### src/rtl/vector_mem_sequencer.sv
// rtl/vector_mem_sequencer.sv - vector load/store burst sequencer between request/data streams and a 1-cycle-latency memory.
// Optional macro VMS_ALIGN_CHECK_EN adds the err output and rejects lane-misaligned base addresses.
module vector_mem_sequencer #(
    parameter int dataSize       = 32,
    parameter int addressingSize = 32,
    parameter int vecSize        = 4
) (
    input  logic                          clk,
    input  logic                          rst_n,
    input  logic                          req_valid,
    output logic                          req_ready,
    input  logic                          req_write,
    input  logic [addressingSize-1:0]     req_addr,
    input  logic [7:0]                    req_count,
    input  logic                          wd_valid,
    output logic                          wd_ready,
    input  logic [vecSize*dataSize-1:0]   wd_data,
    output logic                          rd_valid,
    input  logic                          rd_ready,
    output logic [vecSize*dataSize-1:0]   rd_data,
    output logic                          mem_we,
    output logic [addressingSize-1:0]     mem_addr,
    output logic [vecSize*dataSize-1:0]   mem_wdata,
    input  logic [vecSize*dataSize-1:0]   mem_rdata,
`ifdef VMS_ALIGN_CHECK_EN
    output logic                          err,
`endif
    output logic                          done
);

    localparam logic [addressingSize-1:0] STEP = addressingSize'(vecSize * dataSize / 8);

    typedef enum logic [2:0] {
        IDLE,
        ST_XFER,
        LD_ADDR,
        LD_DATA,
        FINISH
    } state_t;

    state_t                    r_state;
    logic [addressingSize-1:0] r_addr;
    logic [7:0]                r_count;
    logic                      w_last;
    logic                      w_skip;

    assign w_last = (r_count == 8'd1);

`ifdef VMS_ALIGN_CHECK_EN
    localparam logic [addressingSize-1:0] ALIGN_MASK = addressingSize'(dataSize / 8 - 1);
    logic r_err;
    logic w_misaligned;

    assign w_misaligned = |(req_addr & ALIGN_MASK);
    assign w_skip       = (req_count == 8'd0) || w_misaligned;
    assign err          = done && r_err;
`else
    assign w_skip = (req_count == 8'd0);
`endif

    always_ff @(posedge clk or negedge rst_n) begin
        if (!rst_n) begin
            r_state <= IDLE;
            r_addr  <= '0;
            r_count <= '0;
`ifdef VMS_ALIGN_CHECK_EN
            r_err   <= 1'b0;
`endif
        end else begin
            case (r_state)
                IDLE: begin
                    if (req_valid) begin
                        r_addr  <= req_addr;
                        r_count <= req_count;
`ifdef VMS_ALIGN_CHECK_EN
                        r_err   <= w_misaligned;
`endif
                        if (w_skip)
                            r_state <= FINISH;
                        else if (req_write)
                            r_state <= ST_XFER;
                        else
                            r_state <= LD_ADDR;
                    end
                end
                ST_XFER: begin
                    if (wd_valid) begin
                        r_addr  <= r_addr + STEP;
                        r_count <= r_count - 8'd1;
                        if (w_last)
                            r_state <= FINISH;
                    end
                end
                LD_ADDR: r_state <= LD_DATA;
                // Address is held through LD_DATA so the registered read data stays put while stalled.
                LD_DATA: begin
                    if (rd_ready) begin
                        r_addr  <= r_addr + STEP;
                        r_count <= r_count - 8'd1;
                        r_state <= w_last ? FINISH : LD_ADDR;
                    end
                end
                FINISH: begin
                    r_state <= IDLE;
`ifdef VMS_ALIGN_CHECK_EN
                    r_err   <= 1'b0;
`endif
                end
                default: r_state <= IDLE;
            endcase
        end
    end

    assign req_ready = rst_n && (r_state == IDLE);
    assign wd_ready  = (r_state == ST_XFER);
    assign mem_we    = wd_ready && wd_valid;
    assign mem_wdata = wd_data;
    assign mem_addr  = r_addr;
    assign rd_valid  = (r_state == LD_DATA);
    assign rd_data   = mem_rdata;
    assign done      = (r_state == FINISH);

endmodule
### config.mk
export PLATFORM = sky130hd
export DESIGN_NAME = vector_mem_sequencer
export DESIGN_NICKNAME = d
export VERILOG_FILES = /design/src/rtl/vector_mem_sequencer.sv
export SDC_FILE = /design/constraint.sdc
export NUM_CORES = 1
export LEC_CHECK = 0
export ABC_AREA = 1
export ABC_CLOCK_PERIOD_IN_PS = 2200
export CORE_AREA = 5 5 229 231
export DETAILED_ROUTE_END_ITERATION = 12
export DIE_AREA = 0 0 234 236
export PLACE_DENSITY_LB_ADDON = 0.1
export SLEW_MARGIN = 25
export SYNTH_ARGS = -nofsm -noshare
export SYNTH_HDL_FRONTEND = slang
export SYNTH_SLANG_ARGS = --single-unit
### constraint.sdc
create_clock -name clk -period 2.2 [get_ports clk]
set_clock_uncertainty 0.1 [all_clocks]
set_input_delay 0.33 -clock clk [delete_from_list [all_inputs] [get_ports clk]]
set_output_delay 0.33 -clock clk [all_outputs]
set_load 0.1 [all_outputs]
* Word level (Yosys, flattened, before mapping)
Cells that the tools add are included. W data, S select, Z words.
Cells by class: muxes and demuxes 16, reduce and logical (&&, ||, !) cells 7, $add $sub $neg 2, equality and inequality tests 9
Operator list (count):
- $mux W32 | 3
- $pmux W32 S3 | 1
- $add A32 B5 Y32 const B | 1
- $mux W8 | 3
- $pmux W8 S3 | 1
- $mux W3 | 6
- $pmux W3 S4 | 1
- $eq A8 B1 Y1 const B | 1
- $logic_not A8 Y1 | 1
- $reduce_and A4 Y1 | 2
- $sub A8 B1 Y8 const B | 1
- $eq A3 B2 Y1 const B | 2
- $ne A2 B1 Y1 const B | 2
- $ne A2 B2 Y1 const B | 2
- $eq A3 B1 Y1 const B | 1
- $eq A3 B3 Y1 const B | 1
- $logic_not A3 Y1 | 1
- $reduce_bool A3 Y1 | 1
- $logic_and A1 B1 Y1 | 2
- $mux W2 | 1
Storage, ports and cells: logic and storage cells 37, input port bits 302, register bits after elaboration 43, output and inout port bits 293

* Logic depth before layout (Yosys ltp)
depth in word-level cells 4, depth in mapped cells 12, gate-level depth less buffers 10

* Least setup slack after synthesis
Ideal clock, no wire load.
path type reg-to-output, start point register r_state[2], end point output mem_we, arrival 2.815 ns, stages on the path, launching flop included 6, required time 1.770 ns, path slack -1.045 ns, buffers on the path 0, cell sequence dfrtp_1 > inv_2 > nand2_2 > nor2_2 > inv_1 > nor2_1
Between the ends: cells in the longest elaborated chain, start to end 2
Ends and longest elaborated chain:
- start, declared | line 41 | state_t r_state;
- start signal, assigned | line 100 | r_state <= w_last ? FINISH : LD_ADDR;
- $eq A3 B1 Y1 | line 115 | assign wd_ready = (r_state == ST_XFER);
- named net wd_ready | line 16 | output logic wd_ready,
- $logic_and A1 B1 Y1 | line 116 | assign mem_we = wd_ready && wd_valid;
- end, declared | line 21 | output logic mem_we,
The timed path passes the listed nets, and every way through them passes these cells.

* Final worst setup path
start point register r_state[1], end point output req_ready
Between the ends: cells in the longest elaborated chain, start to end 2
Ends and longest elaborated chain:
- $logic_not A3 Y1 | line 114 | assign req_ready = rst_n && (r_state == IDLE);
- $logic_and A1 B1 Y1 | line 114
- end, declared | line 11 | output logic req_ready,
Every way passes these cells.

==> run metrics <==
worst reg2reg path depth 9; CTS clk-pin slew, worst paths 80 ps; Final Hold Viols 0; CTS Root Buffer Type clkbuf_16; DR WL/cell 16.99 µm; EDFF count, synth 0; top cells by count, synth buf_4 (259), nand2_1 (163), nor2_1 (61), inv_1 (53), nand3_1 (52); die height 236 µm; mapped cell area 0.005106 mm²; largest net degree at the start of global routing 44; fin crit share 0.9225; maxcap violations 0; cts hold-fix bufs 0; Cells after Synth 763; Synth area leader buf_4; switching power 5.827 mW; Ys Warns 0; # rows 82; layout cell share with drive strength beyond 1 0.1664; Leak Pwr 2.076 nW; pre-CTS WS 213.6 ps; IO Port Bufs 82; DR iter-0 viols 206; clk sinks 43; IR Drop Worst-Case VDD 0.5776 mV; Hold/Removal Path Class input pin to asynchronous set/reset pin; Worst Path Max Fanout 5; CTS buffer count 5; Critical Path AT 1600 ps; DIE WIDTH 234 µm; # setup viols final 0; DRC viols 0; first-pass GRT wire length 30,570 µm; DR vias 3,855; Syn-to-layout area delta 0.3185%; critical path type flop to output port; drt total wl 21,660 µm; die area 0.05522 mm²; Placed Area 0.004956 mm²; Internal 3.458 mW; dpl hpwl 17,490 µm; top cell type's share of synthesized area 0.3808; top post-synthesis cells by area buf_4 (38%), dfrtp_1 (21%), nand2_1 (12%); Clock Latency Late Sink 320 ps; post-layout min period 2029 ps; max incr delay on CP 500 ps; syn avg cell area 6.692 µm²; Bufs and invs on worst path 2; Slew Viols, Final 0; Finished Cell Area 0.005122 mm²; CTS tree built; register area share after synthesis 0.2107; Seq pwr share 0.194; outcome completed; CP max-delay cell dfrtp_1; hold_ws 73.99 ps; drt via density 3.024; initial antenna violation count 2; FF-to-FF Start r_state[2]; overall routing resource usage 0.07657; IO Count 595; FF+latch count, synth 43; Filler Cells Inserted 5,943; Most used DFF post-synth dfrtp_1; Sw Ratio 0.6276; clock power share 0.093; type of origin of the critical path flop; Logic pwr share 0.713; setup TNS 0 ps; Nets 905; R2R setup slack 250 ps; Rel. slew slack 0.5274; grt total ovfl 0; number of global-route vias before repair 4,218; pwr/cell area 1813 mW/mm²; setup ws final 170.5 ps; top-count cell post-synth buf_4; Reg2Reg Capture Point mem_addr[26]; crit path launch r_state[1]; Yosys cell types 31; achievable frequency 492.7 MHz; syn nets 1,068; routability cong. 0.6644; Async S/R FF share, synth 1.000; starting density of the core 0.1024; Core Area 0.04986 mm²; H-tree depth 2; actual slew at the worst max-slew pin 708.8 ps; crit-path leading delay family flip-flops; ANT nets after route 0; crit-path cells nor3_4, inv_1, nor2_2, buf_12; Initial DRT Pass Iterations 4; crit path capture type output port; RSZ-0062 raised after global routing no; CTS Buffer Depth 2; Worst EP required 1770 ps
## cells in the final DEF (no fill, tap or decap)
cell type / synthesis / layout
nor3_2: 1 / 1
clkbuf_8: 0 / 1
o21ai_0: 39 / 39
xnor2_1: 1 / 1
diode_2: 0 / 2
o21ai_1: 13 / 13
buf_2: 7 / 1
buf_4: 259 / 47
inv_2: 4 / 4
o21bai_1: 1 / 1
buf_12: 0 / 11
and2_1: 1 / 1
clkbuf_16: 0 / 5
nand3b_1: 1 / 1
dfrtp_1: 43 / 40
nor3_4: 0 / 1
nand4_1: 5 / 5
xor2_1: 3 / 3
nor2_2: 4 / 5
o22ai_1: 1 / 1
ha_1: 3 / 3
dfrtp_2: 0 / 3
nor2_1: 61 / 59
clkdlybuf4s50_1: 0 / 44
or2_2: 11 / 11
o21ai_2: 1 / 1
clkinvlp_4: 0 / 1
nor2_4: 3 / 4
o211ai_1: 3 / 3
nor3_1: 12 / 11
a21oi_1: 5 / 5
inv_1: 53 / 53
nand2_2: 3 / 3
nand3_1: 52 / 52
nand2_1: 163 / 163
o21a_1: 3 / 3
clkinv_4: 0 / 1
## routing by layer
layer / global-route usage / vias up / routed length (µm)
li1: - / 1804 / -
met1: 0.07710 / 1678 / 7583
met2: 0.1230 / 226 / 10070
met3: 0.03969 / 143 / 2489
met4: 0.04965 / 4 / 1442
met5: 0.007143 / - / 72
## per-stage QoR
step	util	power, mW	std cells
finish	0.1027	9.284	1275
detailed placement	0.09939	8.654	1265
floorplan	-	8.604	763
global placement	0.09939	8.706	1265
CTS	0.1025	9.600	1273
global route	0.1026	10.13	1273
## power groups by stage
stage | Clock, mW | Combinational, mW | Sequential (mW)
2_1_floorplan | 0 | 4.89 | 3.71
3_3_place_gp | 0 | 6.85 | 1.86
3_5_place_dp | 0 | 6.81 | 1.84
4_1_cts | 0.935 | 6.83 | 1.83
5_1_grt | 0.956 | 7.28 | 1.90
6_report | 0.863 | 6.62 | 1.80
## cell type report
type | instances | area, µm² | area share
Tap cell | 672 | 840.8 | 0.1641
Antenna cell | 2 | 5.005 | 0.0009770
Inverter | 57 | 214.0 | 0.04177
Timing Repair Buffer | 103 | 1018 | 0.1988
Clock inverter | 2 | 16.27 | 0.003175
Clock buffer | 6 | 138.9 | 0.02711
Sequential cell | 43 | 1080 | 0.2108
Multi-Input combinational cell | 390 | 1809 | 0.3532
## timing repair
action	CTS	global route
gates resized for setup	0	1
endpoints found under the setup margin	0	1
setup buffers	0	0
## worst reg2reg max path: cells and delay by family (launching register included)
| family | cells | cell delay, ps |
|---|---|---|
| buf+inv | 4 | 730 |
| flops | 1 | 420 |
| simple gates | 5 | 630 |
## sequential cells by signal, summed over array words and instances, names as in the netlist
name and count:
r_count 8, mem_addr 32, r_state 3
## worst max-delay path by stage
stage                         to  cells after the start
global route        mem_addr[24]                     11
floorplan                 mem_we                      5
finish                 req_ready                      4
detailed placement  mem_addr[24]                     10
global placement    mem_addr[26]                      9
CTS                    req_ready                      4
## cell families after synthesis
logic type,count (synthesis),share of synthesized area
AND/OR/NAND/NOR,317,0.2668
buffers and inverters,330,0.4391
flip-flops,43,0.2107
XOR/XNOR,4,0.006862
AO/OA/AOI/OAI,66,0.06910
adder cells (fa/ha/maj),3,0.007352
(Power assumes the default switching activity.)
